==> src/rtl/display_pkg.sv <==
// rtl/display_pkg.sv - shared types and constants for the score display scheduler
package display_pkg;

  typedef enum logic [1:0] {LOAD, CONVERT, SHOW} state_t;

  localparam logic [1:0] SRC_SCORE   = 2'd0;
  localparam logic [1:0] SRC_HISCORE = 2'd1;
  localparam logic [1:0] SRC_TIMER   = 2'd2;
  localparam logic [7:0] BLANK_DIGIT = 8'h0F;

  function automatic logic [1:0] next_src(input logic [1:0] s);
    case (s)
      SRC_SCORE:   next_src = SRC_HISCORE;
      SRC_HISCORE: next_src = SRC_TIMER;
      default:     next_src = SRC_SCORE;
    endcase
  endfunction

endpackage

==> src/rtl/display_scheduler_if.sv <==
// rtl/display_scheduler_if.sv - game values in, digit codes out
interface display_scheduler_if;

  logic [7:0] score;
  logic [7:0] hiscore;
  logic [7:0] timer;
  logic       score_evt;
  logic       rotate_en;
  logic [7:0] case4;
  logic [7:0] case5;
  logic [1:0] src;
  logic       valid;

  modport master (
    output score, hiscore, timer, score_evt, rotate_en,
    input  case4, case5, src, valid
  );

  modport slave (
    input  score, hiscore, timer, score_evt, rotate_en,
    output case4, case5, src, valid
  );

endinterface

==> src/rtl/bin2bcd_iter.sv <==
// rtl/bin2bcd_iter.sv - iterative subtract-by-10 converter for values 0..99
module bin2bcd_iter (
  input  logic       Clock,
  input  logic       Resetn,
  input  logic       start,
  input  logic       abort,
  input  logic [6:0] value,
  output logic       done,
  output logic [3:0] tens,
  output logic [6:0] units
);

  logic [6:0] rem;
  logic [3:0] tens_q;
  logic       busy;

  always_ff @(posedge Clock or negedge Resetn) begin
    if (!Resetn) begin
      rem    <= '0;
      tens_q <= '0;
      busy   <= 1'b0;
    end else if (abort) begin
      busy <= 1'b0;
    end else if (start) begin
      rem    <= value;
      tens_q <= '0;
      busy   <= 1'b1;
    end else if (busy) begin
      if (rem >= 7'd10) begin
        rem    <= rem - 7'd10;
        tens_q <= tens_q + 4'd1;
      end else begin
        busy <= 1'b0;
      end
    end
  end

  // done is the cycle in which rem holds the final units digit
  assign done  = busy && (rem < 7'd10);
  assign tens  = tens_q;
  assign units = rem;

endmodule

==> src/rtl/display_scheduler.sv <==
// rtl/display_scheduler.sv - picks score/hiscore/timer, converts to two digits, holds them on display
module display_scheduler
  import display_pkg::*;
#(
  parameter int DWELL_CYCLES = 50_000_000
) (
  input  logic                Clock,
  input  logic                Resetn,
  display_scheduler_if.slave  bus
);

  localparam int              CW   = $clog2(DWELL_CYCLES);
  localparam logic [CW-1:0]   TERM = CW'(DWELL_CYCLES - 1);

  state_t        state, state_nxt;
  logic [1:0]    sel, sel_nxt;
  logic [CW-1:0] cnt, cnt_nxt;
  logic [7:0]    v;
  logic [7:0]    cur;
  logic [7:0]    case4_q, case5_q;
  logic [1:0]    src_q;
  logic          valid_q;

  logic          start, abort, latch_v, commit_blank, commit_conv;
  logic          conv_done;
  logic [3:0]    conv_tens;
  logic [6:0]    conv_units;

  always_comb begin
    case (sel)
      SRC_HISCORE: cur = bus.hiscore;
      SRC_TIMER:   cur = bus.timer;
      default:     cur = bus.score;
    endcase
  end

  bin2bcd_iter u_conv (
    .Clock  (Clock),
    .Resetn (Resetn),
    .start  (start),
    .abort  (abort),
    .value  (cur[6:0]),
    .done   (conv_done),
    .tens   (conv_tens),
    .units  (conv_units)
  );

  always_ff @(posedge Clock or negedge Resetn) begin
    if (!Resetn) state <= LOAD;
    else         state <= state_nxt;
  end

  always_comb begin
    state_nxt    = state;
    sel_nxt      = sel;
    cnt_nxt      = cnt;
    start        = 1'b0;
    abort        = 1'b0;
    latch_v      = 1'b0;
    commit_blank = 1'b0;
    commit_conv  = 1'b0;
    case (state)
      LOAD: begin
        if (bus.score_evt) begin
          sel_nxt = SRC_SCORE;
          cnt_nxt = '0;
        end else begin
          latch_v = 1'b1;
          if (cur > 8'd99) begin
            commit_blank = 1'b1;
            state_nxt    = SHOW;
          end else begin
            start     = 1'b1;
            state_nxt = CONVERT;
          end
        end
      end
      CONVERT: begin
        if (bus.score_evt) begin
          abort     = 1'b1;
          sel_nxt   = SRC_SCORE;
          cnt_nxt   = '0;
          state_nxt = LOAD;
        end else if (conv_done) begin
          commit_conv = 1'b1;
          state_nxt   = SHOW;
        end
      end
      SHOW: begin
        if (bus.score_evt) begin
          sel_nxt   = SRC_SCORE;
          cnt_nxt   = '0;
          state_nxt = LOAD;
        end else if (cnt == TERM) begin
          cnt_nxt   = '0;
          sel_nxt   = bus.rotate_en ? next_src(sel) : SRC_SCORE;
          state_nxt = LOAD;
        end else begin
          // a value change reloads the same source without restarting its dwell
          cnt_nxt = cnt + 1'b1;
          if (cur != v) state_nxt = LOAD;
        end
      end
      default: state_nxt = LOAD;
    endcase
  end

  always_ff @(posedge Clock or negedge Resetn) begin
    if (!Resetn) begin
      sel     <= SRC_SCORE;
      cnt     <= '0;
      v       <= '0;
      case4_q <= '0;
      case5_q <= '0;
      src_q   <= SRC_SCORE;
      valid_q <= 1'b0;
    end else begin
      sel <= sel_nxt;
      cnt <= cnt_nxt;
      if (latch_v) v <= cur;
      if (commit_blank) begin
        case4_q <= BLANK_DIGIT;
        case5_q <= BLANK_DIGIT;
        src_q   <= sel;
        valid_q <= 1'b1;
      end else if (commit_conv) begin
        case4_q <= {1'b0, conv_units};
        case5_q <= {4'b0000, conv_tens};
        src_q   <= sel;
        valid_q <= 1'b1;
      end
    end
  end

  assign bus.case4 = case4_q;
  assign bus.case5 = case5_q;
  assign bus.src   = src_q;
  assign bus.valid = valid_q;

endmodule

==> src/flat_wrapper.sv <==
// flat-port wrapper written by rule: the top's interface ports become plain ports
module display_scheduler_flat import display_pkg::*;
#(
  parameter int DWELL_CYCLES = 50_000_000
)
  (Clock, Resetn, bus_score, bus_hiscore, bus_timer, bus_score_evt, bus_rotate_en, bus_case4, bus_case5, bus_src, bus_valid);
  display_scheduler_if bus_i ();
  input  logic Clock;
  input  logic Resetn;
  input wire logic [$bits(bus_i.score)-1:0] bus_score;
  input wire logic [$bits(bus_i.hiscore)-1:0] bus_hiscore;
  input wire logic [$bits(bus_i.timer)-1:0] bus_timer;
  input wire logic [$bits(bus_i.score_evt)-1:0] bus_score_evt;
  input wire logic [$bits(bus_i.rotate_en)-1:0] bus_rotate_en;
  output wire logic [$bits(bus_i.case4)-1:0] bus_case4;
  output wire logic [$bits(bus_i.case5)-1:0] bus_case5;
  output wire logic [$bits(bus_i.src)-1:0] bus_src;
  output wire logic [$bits(bus_i.valid)-1:0] bus_valid;
  assign bus_i.score = bus_score;
  assign bus_i.hiscore = bus_hiscore;
  assign bus_i.timer = bus_timer;
  assign bus_i.score_evt = bus_score_evt;
  assign bus_i.rotate_en = bus_rotate_en;
  assign bus_case4 = bus_i.case4;
  assign bus_case5 = bus_i.case5;
  assign bus_src = bus_i.src;
  assign bus_valid = bus_i.valid;
  display_scheduler #(.DWELL_CYCLES(DWELL_CYCLES)) u_core (.Clock(Clock), .Resetn(Resetn), .bus(bus_i));
endmodule
==> config.mk <==
export PLATFORM = sky130hd
export DESIGN_NAME = display_scheduler_flat
export DESIGN_NICKNAME = d
export VERILOG_FILES = /design/src/rtl/display_pkg.sv /design/src/rtl/display_scheduler_if.sv /design/src/rtl/bin2bcd_iter.sv /design/src/rtl/display_scheduler.sv /design/src/flat_wrapper.sv
export SDC_FILE = /design/constraint.sdc
export NUM_CORES = 1
export LEC_CHECK = 0
export ABC_CLOCK_PERIOD_IN_PS = 2230
export BUFFER_PORTS_ARGS = -buffer_cell sky130_fd_sc_hd__buf_2
export CAP_MARGIN = 0
export CORE_ASPECT_RATIO = 1.25
export CORE_MARGIN = 1.5
export CORE_UTILIZATION = 47
export CTS_CLUSTER_SIZE = 25
export DETAILED_ROUTE_END_ITERATION = 8
export GPL_ROUTABILITY_DRIVEN = 1
export PLACE_DENSITY_LB_ADDON = 0.12
export SETUP_SLACK_MARGIN = 0.3
export SYNTH_ARGS = -nofsm -noshare
export SYNTH_HDL_FRONTEND = slang
export SYNTH_SLANG_ARGS = --single-unit
==> constraint.sdc <==
create_clock -name Clock -period 2.23 [get_ports Clock]
set_clock_uncertainty 0.2 [all_clocks]
set_input_delay 0.1115 -clock Clock [delete_from_list [all_inputs] [get_ports Clock]]
set_output_delay 0.1115 -clock Clock [all_outputs]
set_load 0.1 [all_outputs]
==> key figures <==
Outcome
  – Status: finished with violations
  – Violated checks: setup timing

Yosys
  – Dominant cell type by area after synthesis: dfrtp_1
  – Gate Count Post-Synth: 363
  – Area contributors post-synth: dfrtp_1 (45%), mux2i_1 (5.9%), xnor2_1 (5.9%), nand2_1 (3.7%), o21ai_0 (3.5%)
  – Sequential element share of the synthesized area: around 45%
  – Yosys top cell area share: 45.28%
  – Post-synth EDFFs: 0
  – FFs w/ async S/R, synth: 100.0%
  – Synth Cell Area: roughly 3500 um^2
  – Main synth FF type: dfrtp_1
  – Yosys cell types: 48
  – Warnings from Yosys: 0
  – Seq cells post-synth: 64
  – Synthesized area per cell: between 9 and 10 um^2

Layout
  – Share of cells above drive strength 1: 48.58%
  – Multi-input gate area: approximately 2300 um^2
  – Layout area overhead: 48.53%
  – Post-layout util: between 70 and 80%
  – Fin nets: 521
  – ANT cells: 0
  – Sequential Area: 1608 um^2
  – Final Non-Filler Cells: 584
  – Fillers: roughly 530

Routing
  – Routed wire length: 9829 um
  – Antenna viol nets, final: 0
  – DR iter-0 viols: ~170
  – Detailed-route via count: approximately 3,200
  – 1st-pass router iterations: 4
  – Top Metal Used: met4
  – Met3 wire len: about 250 um
  – Post-DR vias/cell: 5.478
  – Met2 WL: roughly 5300 um
  – WL met1: ~4000 um
  – Routed len/inst: around 17 um
  – DRC violations left: 0

Place
  – Placer Congestion: between 0.8 and 0.9
  – Port Buf Inserts: 41
  – Dpl hpwl: around 6300 um
  – Placement Setup Slack: -195.1 ps
  – Placed Instances: between 500 and 600

Critical path
  – Startpoint Class: flop
  – Worst path arrival time: 2410 ps
  – Crit Path Category: reg2reg
  – Reg2reg start: u_core.sel[1]
  – Critical-path cell list: inv_2 -> buf_6 -> ha_4 -> buf_8 -> a21o_4 -> a311oi_4 -> buf_4 -> nor3_4 -> buf_6 -> buf_12 -> nor2_4
  – Beginning of the critical path: u_core.sel[1]
  – Setup crit end kind: flop
  – CP Max Fanout: 7
  – Critical Path Max Stage Delay: approximately 380 ps
  – Cell mode on critical path: buf_6
  – Worst Path Required: between 2000 and 2500 ps
  – Slowest CP cell: dfrtp_1

Floorplanning
  – Die Height: ~100 um
  – Die Area: 8058 um^2
  – Initial core utilization: between 40% and 50%
  – Chip Width: 80.59 um
  – Rows: 35
  – Core area: roughly 7300 um^2
  – Ports: 47

GRT
  – Initial antenna violation count: 0
  – First-pass GRT wire length: approximately 15,000 um
  – GRT Total Usage: roughly 24%
  – Largest net degree at the start of global routing: 27
  – GR Overflow Total: 0
  – Vias in the first global route: 3,181

Timing
  – Fmax: 431.7 MHz
  – Tmin final: 2317 ps
  – Actual slew at the worst max-slew pin: 584.3 ps
  – RSZ-0062 raised after global routing: yes
  – Rel. slew slack: roughly three fifths
  – Worst setup margin: -86.69 ps
  – Slew Viols, Final: 0
  – Hold Vio Cnt, Final: 0
  – Setup violators final: 24
  – Setup TNS after final layout: -1332 ps
  – Final period util: 103.9%

Power and ir drop
  – Leakage: approximately 2.2 nW
  – Pwr dens: approximately 900 nW/um^2
  – VDD IR-drop max: ~0.48 mV

CTS
  – Clock tree buffer depth: 2
  – H-tree depth: 3
  – Clock sink count: 64
  – CTS tree: built
  – Worst-Skew Late Latency: about 350 ps
  – CTS clk-pin slew, worst paths: around 90 ps
  – CTS root buf: clkbuf_8
  – Clock buffer count from CTS: 9

Flow run
  – Max Cap Viol: 0

Min path
  – Min-delay src: bus_score[0]
  – Worst Hold Class: in2reg
flip-flops by register name (all words and copies together), names as in the netlist:
name / flops
u_core.u_conv.tens: 4
u_core.u_conv.units: 7
u_core.bus.case5: 4
u_core.sel: 2
u_core.state: 2
u_core.bus.src: 2
u_core.u_conv.busy: 1
u_core.v: 8
u_core.cnt: 26
u_core.bus.valid: 1
u_core.bus.case4: 7
cell usage in the layout, fill, tap and decap left out, types with 4 or more instances in the layout:
cell type / count
a21o_4: 4
a21oi_2: 8
a22oi_2: 6
and2_1: 4
buf_2: 41
buf_4: 63
buf_6: 15
clkbuf_8: 9
conb_1: 5
dfrtp_1: 59
dfrtp_2: 5
dlygate4sd3_1: 4
inv_1: 6
mux2i_1: 21
nand2_1: 29
nand2_2: 6
nand3_1: 12
nand4_1: 9
nor2_1: 13
nor2_4: 13
o21ai_0: 16
o21ai_2: 6
or3_1: 5
or3_4: 4
xnor2_1: 23
xor2_1: 8
final cells by class:
cell class | instances | area share, %
sequential | 64 | 30.60
clock buffer | 10 | 2.429
inverter | 8 | 0.5716
multi-input combinational | 276 | 44.27
tap | 92 | 2.191
timing repair buffer | 128 | 18.60
clock inverter | 6 | 1.334
power by group:
group | internal [mW] | switching [mW] | total, mW
logic | 0.997 | 1.11 | 2.11
registers | 1.39 | 0.223 | 1.61
clock network | 0.520 | 0.508 | 1.03
total | 2.90 | 1.84 | 4.75
path summary, 6_finish.rpt:
| path | endpoint | slack [ps] | cells past startpoint |
|---|---|---|---|
| min in group asynchronous | u_core.v[0] | 90 | 2 |
| worst max register to register | u_core.u_conv.tens[3] | -90 | 11 |
| max in group asynchronous | u_core.cnt[7] | 1150 | 3 |
| worst min-delay path | u_core.u_conv.units[0] | 9 | 3 |
| worst min register to register | u_core.bus.valid | 260 | 1 |
| worst max-delay path | u_core.u_conv.tens[3] | -90 | 11 |
worst max-delay path: cells and delay by family, from the launching register on:
family,cells,cell delay [ps]
AOI/OAI and AO/OA,2,580
adders and majority gates,1,240
buffers and inverters,6,770
DFF,1,380
and+or+nand+nor,2,90
Yosys cell counts (2+ instances only):
master / instances
o21ai_0: 25
nand2_1: 35
inv_1: 8
and3_1: 6
nor4bb_1: 2
o21a_1: 2
a22o_1: 2
a22oi_1: 8
nor4b_1: 2
mux2_4: 2
a21oi_1: 11
or3_1: 8
nor2_1: 29
a21o_1: 5
nor3_1: 7
clkbuf_1: 4
xor2_1: 10
dfrtp_1: 64
a31oi_1: 2
ha_1: 6
nand4_1: 9
nand2b_1: 4
nor4_1: 7
buf_4: 6
buf_2: 8
o21bai_1: 2
and2_1: 7
nor2b_1: 2
xnor2_1: 24
mux2i_1: 21
a21o_2: 2
nand3_1: 17
metrics by stage:
stage          total power [mW]  hold slack [ps]  cell area (um^2)
6_report                  4.746            8.924              5254
5_1_grt                   5.002            28.49              5254
4_1_cts                   4.480            1.361              4860
3_5_place_dp              3.267           -55.20              4250
3_3_place_gp              3.221           -55.49              4250
2_1_floorplan             2.699           -384.1              3650
layer usage:
layer | vias up | track usage, %
li1 | 1526 | -
met1 | 1584 | 27.74
met2 | 65 | 44.47
met3 | 24 | 3.818
met4 | 0 | 11.01
met5 | - | 0
timing repair:
item                                    in CTS  in global routing
endpoints found under the setup margin      49                 55
gates resized for setup                     53                 81
hold buffers                                 4                  0
pin swaps                                   23                 34
hold endpoints to repair                    53                  0
buffers inserted                            17                 13
cells by family after synthesis:
group,share of synthesized area [%]
multiplexers,7.110
AND/OR/NAND/NOR,20.30
AO/OA/AOI/OAI,12.66
XOR/XNOR,8.419
buffers and inverters,3.997
adder cells (fa/ha/maj),2.122
other,0.1060
flip-flops,45.28
(Power assumes the default switching activity.)
